$ cat src/rtl/apb_controller.sv
// apb_controller
//   APB master state machine of the AHB-to-APB bridge. It takes a qualified
//   AHB address-phase transfer, runs the APB SETUP/ACCESS sequence and
//   stretches the AHB data phase through Hreadyout until the access completes.
//
// Ports
//   Hclk, Hreset        clock (rising edge), asynchronous active-high reset
//   valid               qualified AHB transfer presented in the address phase
//   Hwrite, Haddr       direction and address of the address-phase transfer
//   Hwdata              AHB write data, valid in the data phase
//   tempselx            one-hot peripheral select decoded from Haddr
//   Pready              APB completer ready
//   Pselx, Penable,
//   Pwrite, Paddr,
//   Pwdata              registered APB master outputs
//   Hreadyout           AHB ready, combinational from state and Pready
module apb_controller #(
  parameter int ADDR_W = 32,
  parameter int DATA_W = 32,
  parameter int NSEL   = 3
) (
  input  logic              Hclk,
  input  logic              Hreset,
  input  logic              valid,
  input  logic              Hwrite,
  input  logic [ADDR_W-1:0] Haddr,
  input  logic [DATA_W-1:0] Hwdata,
  input  logic [NSEL-1:0]   tempselx,
  input  logic              Pready,
  output logic [NSEL-1:0]   Pselx,
  output logic              Penable,
  output logic              Pwrite,
  output logic [ADDR_W-1:0] Paddr,
  output logic [DATA_W-1:0] Pwdata,
  output logic              Hreadyout
);

  typedef enum logic [2:0] {
    IDLE    = 3'd0,
    RSETUP  = 3'd1,
    RACCESS = 3'd2,
    WWAIT   = 3'd3,
    WSETUP  = 3'd4,
    WACCESS = 3'd5
  } state_t;

  state_t          state;
  logic [NSEL-1:0] sel_q;    // write select parked until write data arrives
  logic            in_access;
  logic            accept;

  assign in_access = (state == RACCESS) || (state == WACCESS);

  // Ready is only high in IDLE or at the completing ACCESS cycle, so a
  // transfer is taken exactly when the AHB side sees Hreadyout=1.
  assign accept = valid && ((state == IDLE) || (in_access && Pready));

  always_comb begin
    Hreadyout = 1'b0;
    case (state)
      IDLE:             Hreadyout = 1'b1;
      RACCESS, WACCESS: Hreadyout = Pready;
      default:          Hreadyout = 1'b0;
    endcase
  end

  always_ff @(posedge Hclk or posedge Hreset) begin
    if (Hreset) begin
      state   <= IDLE;
      sel_q   <= '0;
      Pselx   <= '0;
      Penable <= 1'b0;
      Pwrite  <= 1'b0;
      Paddr   <= '0;
      Pwdata  <= '0;
    end else if (accept) begin
      // New transfer: from IDLE or back-to-back off a completing access.
      Paddr   <= Haddr;
      Penable <= 1'b0;
      Pwrite  <= Hwrite;
      if (Hwrite) begin
        // Write data only shows up in the AHB data phase, so hold off
        // the SETUP phase one cycle (WWAIT) and keep the select aside.
        state <= WWAIT;
        sel_q <= tempselx;
        Pselx <= '0;
      end else begin
        state <= RSETUP;
        Pselx <= tempselx;
      end
    end else begin
      case (state)
        RSETUP: begin
          state   <= RACCESS;
          Penable <= 1'b1;
        end
        WWAIT: begin
          state  <= WSETUP;
          Pwdata <= Hwdata;
          Pselx  <= sel_q;
        end
        WSETUP: begin
          state   <= WACCESS;
          Penable <= 1'b1;
        end
        RACCESS, WACCESS: begin
          // Pready low: wait state, everything holds.
          if (Pready) begin
            state   <= IDLE;
            Pselx   <= '0;
            Penable <= 1'b0;
          end
        end
        IDLE: begin
          Pselx   <= '0;
          Penable <= 1'b0;
        end
        default: begin
          state   <= IDLE;
          Pselx   <= '0;
          Penable <= 1'b0;
        end
      endcase
    end
  end

endmodule

$ cat config.mk
export PLATFORM = sky130hd
export DESIGN_NAME = apb_controller
export DESIGN_NICKNAME = d
export VERILOG_FILES = /design/src/rtl/apb_controller.sv
export SDC_FILE = /design/constraint.sdc
export NUM_CORES = 1
export LEC_CHECK = 0
export CELL_PAD_IN_SITES_DETAIL_PLACEMENT = 1
export CELL_PAD_IN_SITES_GLOBAL_PLACEMENT = 2
export CORE_UTILIZATION = 25
export CTS_CLUSTER_SIZE = 28
export DETAILED_ROUTE_END_ITERATION = 10
export GPL_TIMING_DRIVEN = 0
export PLACE_DENSITY = 0.78
export SYNTH_ARGS = -nofsm -noshare
export SYNTH_HDL_FRONTEND = slang
export SYNTH_SLANG_ARGS = --single-unit
$ cat constraint.sdc
create_clock -name Hclk -period 2.71 [get_ports Hclk]
set_input_delay 0.4065 -clock Hclk [delete_from_list [all_inputs] [get_ports Hclk]]
set_output_delay 0.4065 -clock Hclk [all_outputs]
set_load 0.02 [all_outputs]
# Yosys cells after proc, flatten, opt, wreduce, memory -nomap -nowiden
# Cells that the tools add are included.
[totals]
regBits = 75
input_bits = 72
[op_classes]
n_mux = 11
reduce_logical = 12
n_bitwise = 1
n_eq_ne = 9
[ops]
columns = ["cell", "n"]
rows = [
  ["case mux 3 bit (5 select lines)", 1],
  ["2-to-1 mux 3 bit", 4],
  ["AND reduction 2 bit", 5],
  ["case mux 3 bit (3 select lines)", 1],
  ["equality test 3 x 2 -> 1 bit, second input constant", 2],
  ["equality test 3 bit, second input constant", 2],
  ["!= test 2 bit, second input constant", 2],
  ["OR reduction 2 bit", 2],
  ["equality test 3 x 1 -> 1 bit, second input constant", 1],
  ["logical NOT 3 bit", 1],
  ["!= test 3 bit, second input constant", 1],
  ["case mux 1 bit (3 select lines)", 1],
  ["logical AND 1 bit", 2],
  ["logical OR 1 bit", 2],
  ["2-to-1 mux 1 bit", 2],
  ["2-to-1 mux 2 bit", 1],
  ["!= test 2 x 1 -> 1 bit, second input constant", 1],
  ["case mux 1 bit (2 select lines)", 1],
  ["NOT 1 bit", 1],
]

# Depth between registers and ports, before layout
[depth]
ltp_word = 7
ltp_mapped = 6
ltp_nobuf = 4

# Worst setup path before layout
# OpenSTA, ideal clock, no wires.
[synth_timing]
path_type = "reg-to-reg"
from = "reg state[1]"
to = "reg Paddr[10]"
period_less_slack_ps = 1721
slack_ps = 989
required_time_ps = 2585
t_arrival_ps = 1596
setup_ps = 125
path_stages_with_launch = 7
path_cell_list = "dfrtp_1 -> buf_2 -> nor2b_4 -> o32ai_4 -> nand2_4 -> buf_6 -> mux2_4"
[synth_between]
elab_chain_len = 5
word_cells_on_any_way = 7
classes_between = "eq/ne: 2; reduce/logical: 5"
[synth_lines]
columns = ["element", "line_no", "text"]
rows = [
  ["start, declared", "47", "state_t state;"],
  ["start signal, assigned", "69", "state <= IDLE;"],
  ["start signal, assigned", "84", "state <= WWAIT;"],
  ["start signal, assigned", "88", "state <= RSETUP;"],
  ["equality test 3 x 2 -> 1 bit / equality test 3 bit (equally long branches)", "52", "assign in_access = (state == RACCESS) || (state == WACCESS);"],
  ["logical OR 1 bit", "52", ""],
  ["logical AND 1 bit", "56", "assign accept = valid && ((state == IDLE) || (in_access && Pready));"],
  ["logical OR 1 bit (*)", "56", ""],
  ["logical AND 1 bit (*)", "56", ""],
  ["end signal, assigned", "78", "Paddr <= Haddr;"],
  ["end, declared", "33", "output logic [ADDR_W-1:0] Paddr,"],
]
# Every way passes the cells marked *; elsewhere a longest branch is shown, timed or not.
# A chain may end at the register's enable or synchronous reset.

# Worst setup path after layout
[layout_timing]
from = "in Pready"
to = "out Hreadyout"
[layout_between]
elab_chain_len = 1
[layout_lines]
columns = ["element", "line_no", "text"]
rows = [
  ["start, declared", "29", "input logic Pready,"],
  ["case mux 1 bit (2 select lines)", "60", "case (state)"],
  ["end, declared", "35", "output logic Hreadyout"],
]
# Every way passes these cells.

==> flow_summary_export.csv <==
group,metric,value,unit
worst_setup_path,cpMostUsedCell,"clkdlybuf4s50_1",
timing,setup_viol,0,
worst_setup_path,cp_max_fo,7,
synth,yosys.area_share.simple,15.4,%
synth,ys_seq_area_share,60.8,%
place,numPortBuffers,141,
die,row_count,40,
worst_setup_path,cp.arrival,2.15,ns
grt,grt_antenna_before_repair,0,
routing,vias_per_cell,4.28,
grt,grt_overflow,0,
grt,grt_pass1_vias,2680,
routing,final_antenna_net_count,0,
synth,syn_area_per_cell,11.8,um^2
grt,track_usage,13.8,%
final_layout,layout.nets,487,
timing,rsz0062_at_grt,"no",
worst_setup_path,worstSetupEndpointType,"primary output",
place,dpl_worst_slack,0.162,ns
synth,syn_nets,334,
grt,grt_pass1_wl,13.6,mm
place,gp_congestion,0.712,
worst_setup_path,slowest_delay,0.67,ns
synth,synthCells,262,
synth,synth.most_common_cell,"nand2_1",
power_and_ir_drop,leakagePower,0.00235,uW
synth,ys_top_cells_by_area,"dfrtp_1 (61%), nand2_1 (12%), mux2_4 (11%)",
routing,routed_wl,8.41,mm
power_and_ir_drop,ir_drop,0.000526,V
die,die-area,0.0128,mm^2
grt,grt_start_max_net_pins,44,
timing,worst_slew_pin_slew,0.516,ns
die,die-height,113,um
timing,setup_tns,0,ns
power_and_ir_drop,power,6630,uW
power_and_ir_drop,switching_share,34.5,%
clock_network,cts_buffers,9,
die,fp.coreArea,0.0120,mm^2
place,dp_hpwl,6.22,mm
clock_network,htreeDepth,3,
synth,synthDistinctLibCells,29,
synth,synth-edff-count,0,
timing,final.min_clock_period,2.56,ns
power_and_ir_drop,p_clk_share,22.1,%
synth,synthArstFlopShare,100,%
timing,finalClockSkew,0.00564,ns
power_and_ir_drop,intPower,4340,uW
min_path,hp-class,"in2async",
synth,yosysTopAreaCellShare,60.8,%
routing,dr.first_iter.drc_count,109,
clock_network,cts_sinks,75,
synth,synthTopCellsByCount,"nand2_1 (102), dfrtp_1 (75), mux2_4 (23), inv_1 (8)",
synth,yosys_warnings,0,
run,cap_violations,0,
clock_network,clock_latency,0.33,ns
synth,synth_largest_area_cell,"dfrtp_1",
routing,first_pass_iters,4,
worst_setup_path,cp.required,2.30,ns
timing,fin_crit_sh,94.3,%
die,die_w,113,um
power_and_ir_drop,p_switching,2290,uW
clock_network,path_clk_slew,0.06,ns
worst_setup_path,crit_slowest_cell,"clkdlybuf4s50_1",
routing,drc,0,
worst_setup_path,worstSetupStartpointType,"input port",
timing,hold_viol,0,
final_layout,antenna_cells,0,
timing,fin_ws,0.154,ns
final_layout,area_delta_synth_final,64.4,%
clock_network,cts_tree,"built",
synth,ys_seq_elements,75,
synth,netlist_area,0.00309,mm^2
synth,synthAdderAreaFrac,0,%
synth,synth_top_family_by_area,"multiplexers",
routing,avgRoutedWirePerCell,14.9,um
clock_network,hold_buffers,0,
power_and_ir_drop,combPwrFrac,47.9,%
power_and_ir_drop,powerDensity,1310,mW/mm^2
timing,relSlewSlack,65.5,%
timing,slew_violations,0,
power_and_ir_drop,seqPwrFrac,30.0,%
clock_network,clockBufferDepth,2,
timing,fmax,0.391,GHz
final_layout,drive_gt1_share,14.3,%
clock_network,cts_resized,0,
outcome,run_status,"completed",
synth,synthFlopType,"dfrtp_1",
final_layout,n_fill_cell,1330,
die,pin_count,142,
synth,synthMuxAreaShare,15.6,%
synth,synthXorXnorAreaFrac,0.284,%
worst_setup_path,criticalPathCategory,"in2out",
die,initial_utilization,25.7,%
synth,synth-compound-area-share,4.46,%
clock_network,postCtsSetupBuffers,0,
final_layout,postLayoutCoreUtil,42.3,%
worst_setup_path,path_cells,"clkdlybuf4s50_1, nor2b_4, o32ai_4, clkdlybuf4s50_1",
routing,vias,2425,
clock_network,root_buffer,"clkbuf_16",
==> per-layer routing <==
layer	GRT usage, %	vias up	wire length (um)
li1	-	1154	-
met1	16.4	1176	3530
met2	23.2	87	4120
met3	4.23	8	635
met4	5.88	0	130
met5	0	-	0
==> critical path, delay by kind of cell <==
family / cells / cell delay, ns
buf+inv: 2 / 1.34
simple gates: 1 / 0.09
compound gates: 1 / 0.32
==> power groups by stage <==
stage,Combinational [uW],Clock (uW),Sequential [uW]
floorplan,1110,0,2620
global placement,3160,0,1980
detailed placement,3220,0,2010
CTS,3240,1510,2000
global route,3410,1550,2070
finish,3170,1470,1990
==> registers in the layout, indices dropped and copies added (netlist names) <==
name	count
Pwrite	1
Paddr	32
state	3
Penable	1
Pselx	3
Pwdata	32
sel_q	3
==> cells by family after synthesis <==
kind of cell / count (synthesis)
buf+inv: 20
mux: 35
xor+xnor: 1
simple gates: 114
compound gates: 17
flops: 75
==> path summary, 6_finish.rpt <==
kind	startpoint	end	slack [ns]	cells after the start
max reg2reg	state[1]	Paddr[12]	0.92	6
max	Pready	Hreadyout	0.15	4
min	Hreset	Paddr[6]	0.45	2
min reg2reg	Pwdata[31]	Pwdata[31]	0.47	2
min in group Hclk	Pwdata[31]	Pwdata[31]	0.47	2
max in group asynchronous	Hreset	Pwdata[23]	1.70	3
==> area by class of cell <==
type	instances	area [um^2]	share of cell area, %
sequential	75	1880	37.0
timing repair buffer	142	1440	28.3
multi-input combinational	167	1100	21.7
clock buffer	10	239	4.71
tap	147	184	3.62
clock inverter	5	125	2.46
buffer	12	77.6	1.53
inverter	8	32.5	0.641
==> stage by stage <==
step                std cells  instance area [um^2]  hold slack [ns]
detailed placement        551                  4710            0.461
global placement          550                  4680            0.459
CTS                       566                  5080            0.457
floorplan                 262                  3090            0.449
global route              566                  5080            0.484
finish                    566                  5080            0.446
==> placed cells by master (no fill, tap or decap), types with 3 or more instances in the layout <==
cell type        count
dfrtp_1             75
bufinv_16            4
inv_1                7
clkbuf_16            9
mux2_1               6
mux2_2               6
mux2_4              23
nand2_1            102
nand2b_1             4
buf_6                3
clkdlybuf4s50_1    141
clkbuf_1             3
buf_2                5
o21ai_0              4
a21oi_1              3
o311ai_1             3
No activity file was read; power rests on OpenSTA's default activity.
==> variant (same settings) <==
The 6 states of `state_t` get a one-hot encoding in 6 bits.
--- a/src/rtl/apb_controller.sv
+++ b/src/rtl/apb_controller.sv
@@ -37,9 +37,9 @@
 
-  typedef enum logic [2:0] {
-    IDLE    = 3'd0,
-    RSETUP  = 3'd1,
-    RACCESS = 3'd2,
-    WWAIT   = 3'd3,
-    WSETUP  = 3'd4,
-    WACCESS = 3'd5
+  typedef enum logic [5:0] {
+    IDLE    = 6'b000001,
+    RSETUP  = 6'b000010,
+    RACCESS = 6'b000100,
+    WWAIT   = 6'b001000,
+    WSETUP  = 6'b010000,
+    WACCESS = 6'b100000
   } state_t;
Function: same outputs for any inputs over 10 cycles, from zero or initial values and one cycle with Hreset high; not proved beyond that.
==> variant against the unedited design <==
Utilization shrank 0.27 points. Synthesized cell count grew 2.7%. Setup slack improved by 0.0022 ns. Area after synthesis grew 1.2%. Wire length increased by 4.9%. Final area up 0.20%. Sequential power is 2% higher. Largest cell class unchanged. Sequential cell count increased by 3. Power decreased by 7.3%.
==> variant: results <==
group,metric,value,unit
clocking,cts_htree_levels,3,
status,status,"finished clean",
grt,use_met3,3.99,%
synthesis,yosys.cell_types.count,32,
grt,met2_usage,24.8,%
placed_design,placed_area,0.00477,mm^2
synthesis,synth_area_per_cell,11.6,um^2
sta,period_needed,2.55,ns
routing,drt_iter0_drc,63,
synthesis,synth-warning-count,0,
synthesis,ys_top_cells_by_area,"dfrtp_1 62%, mux2_2 12%, nand2_1 12%, buf_6 2.2%, dfstp_2 0.84%",
synthesis,synth_area,0.00312,mm^2
layout,layout-drive-gt1-share,15.0,%
placed_design,dpl_worst_slack,0.0349,ns
layout,fin_nets,493,
layout,reg_top3,"Paddr: 32 flops, Pwdata: 32 flops, state: 6 flops",
sta,slew_headroom,27.8,%
grt,grt_max_degree,51,
grt,grt_pass1_wl,14.6,mm
grt,grt_util_all_layers,14.9,%
power,p_leak,0.00221,uW
setup_path,worstPathMaxFanout,4,
placed_design,detailed_place_hpwl,6.46,mm
setup_path,crit_slowest_cell,"clkdlybuf4s50_1",
layout,n_antenna_cell,0,
setup_path,r2r_cells,4,
grt,grt_pass1_vias,2864,
synthesis,ys_seq_area_share,62.5,%
placed_design,gp_congestion,0.726,
sta,finalClockSkew,0.00455,ns
clocking,cts_buffer_depth,2,
routing,drt-wirelength-per-cell,14.9,um
placed_design,io_buffers,140,
grt,met1_usage,17.2,%
synthesis,synth_nets,341,
routing,routed-via-count,2558,
variant: changes by cell type in the layout (fill, tap and decap cells not counted), moves of 5 or more:
cell    unedited run  this run
mux2_2             6        34
mux2_4            23         0
nor2_1             0         6
buf_2              5         0
inv_1              7         2
mux2_1             6         1
variant: path summary, 6_finish.rpt:
path	startpoint	endpoint	slack (ns)
worst min register to register	Pwdata[27]	Pwdata[27]	0.47
worst min-delay path	Hreset	Pwdata[7]	0.42
min in group Hclk	valid	state[3]	0.46
max in group asynchronous	Hreset	state[0]	1.66
worst max-delay path	Pready	Hreadyout	0.16
worst max register to register	state[1]	Pselx[1]	0.56
variant: layer usage:
layer	vias up	wire length, um	part of all wire [%]
li1	1198	-	-
met1	1274	3560	40
met2	67	4520	51
met3	19	470	5.3
met4	0	274	3.1
met5	-	0	0
variant: cell families (layout without fill, tap and decap cells):
logic type | count (synthesis) | in the layout | synth area share (%)
buffers and inverters | 17 | 174 | 3.72
flip-flops | 78 | 78 | 62.5
XOR/XNOR | 2 | 2 | 0.561
AND/OR/NAND/NOR | 120 | 120 | 16.4
multiplexers | 36 | 36 | 12.9
AO/OA/AOI/OAI | 16 | 16 | 3.89
variant: report_power, final:
part	switching (uW)	internal, uW
clock	489	809
combinational	1370	1450
sequential	303	1730
variant: what timing repair did:
item,4_1_cts,5_1_grt
setup buffers,1,0
setup endpoints to repair,1,1
gates resized for setup,0,1
hold buffers,0,0
pin swaps,1,0
variant: area by class of cell:
class	count	area [um^2]	share of cell area (%)
timing repair buffer	142	1440	28.2
inverter	4	17.5	0.344
clock inverter	5	83.8	1.65
clock buffer	11	233	4.57
multi-input combinational	174	1060	20.8
buffer	12	97.6	1.92
tap	168	210	4.13
sequential	78	1950	38.4
variant: through the flow:
step           std cells  power [uW]  utilization (%)
6_report             594        6150             42.0
5_1_grt              594        6510             42.0
4_1_cts              594        6250             42.0
3_5_place_dp         578        4910             39.3
3_3_place_gp         577        4830             39.1
2_1_floorplan        269        3470                -
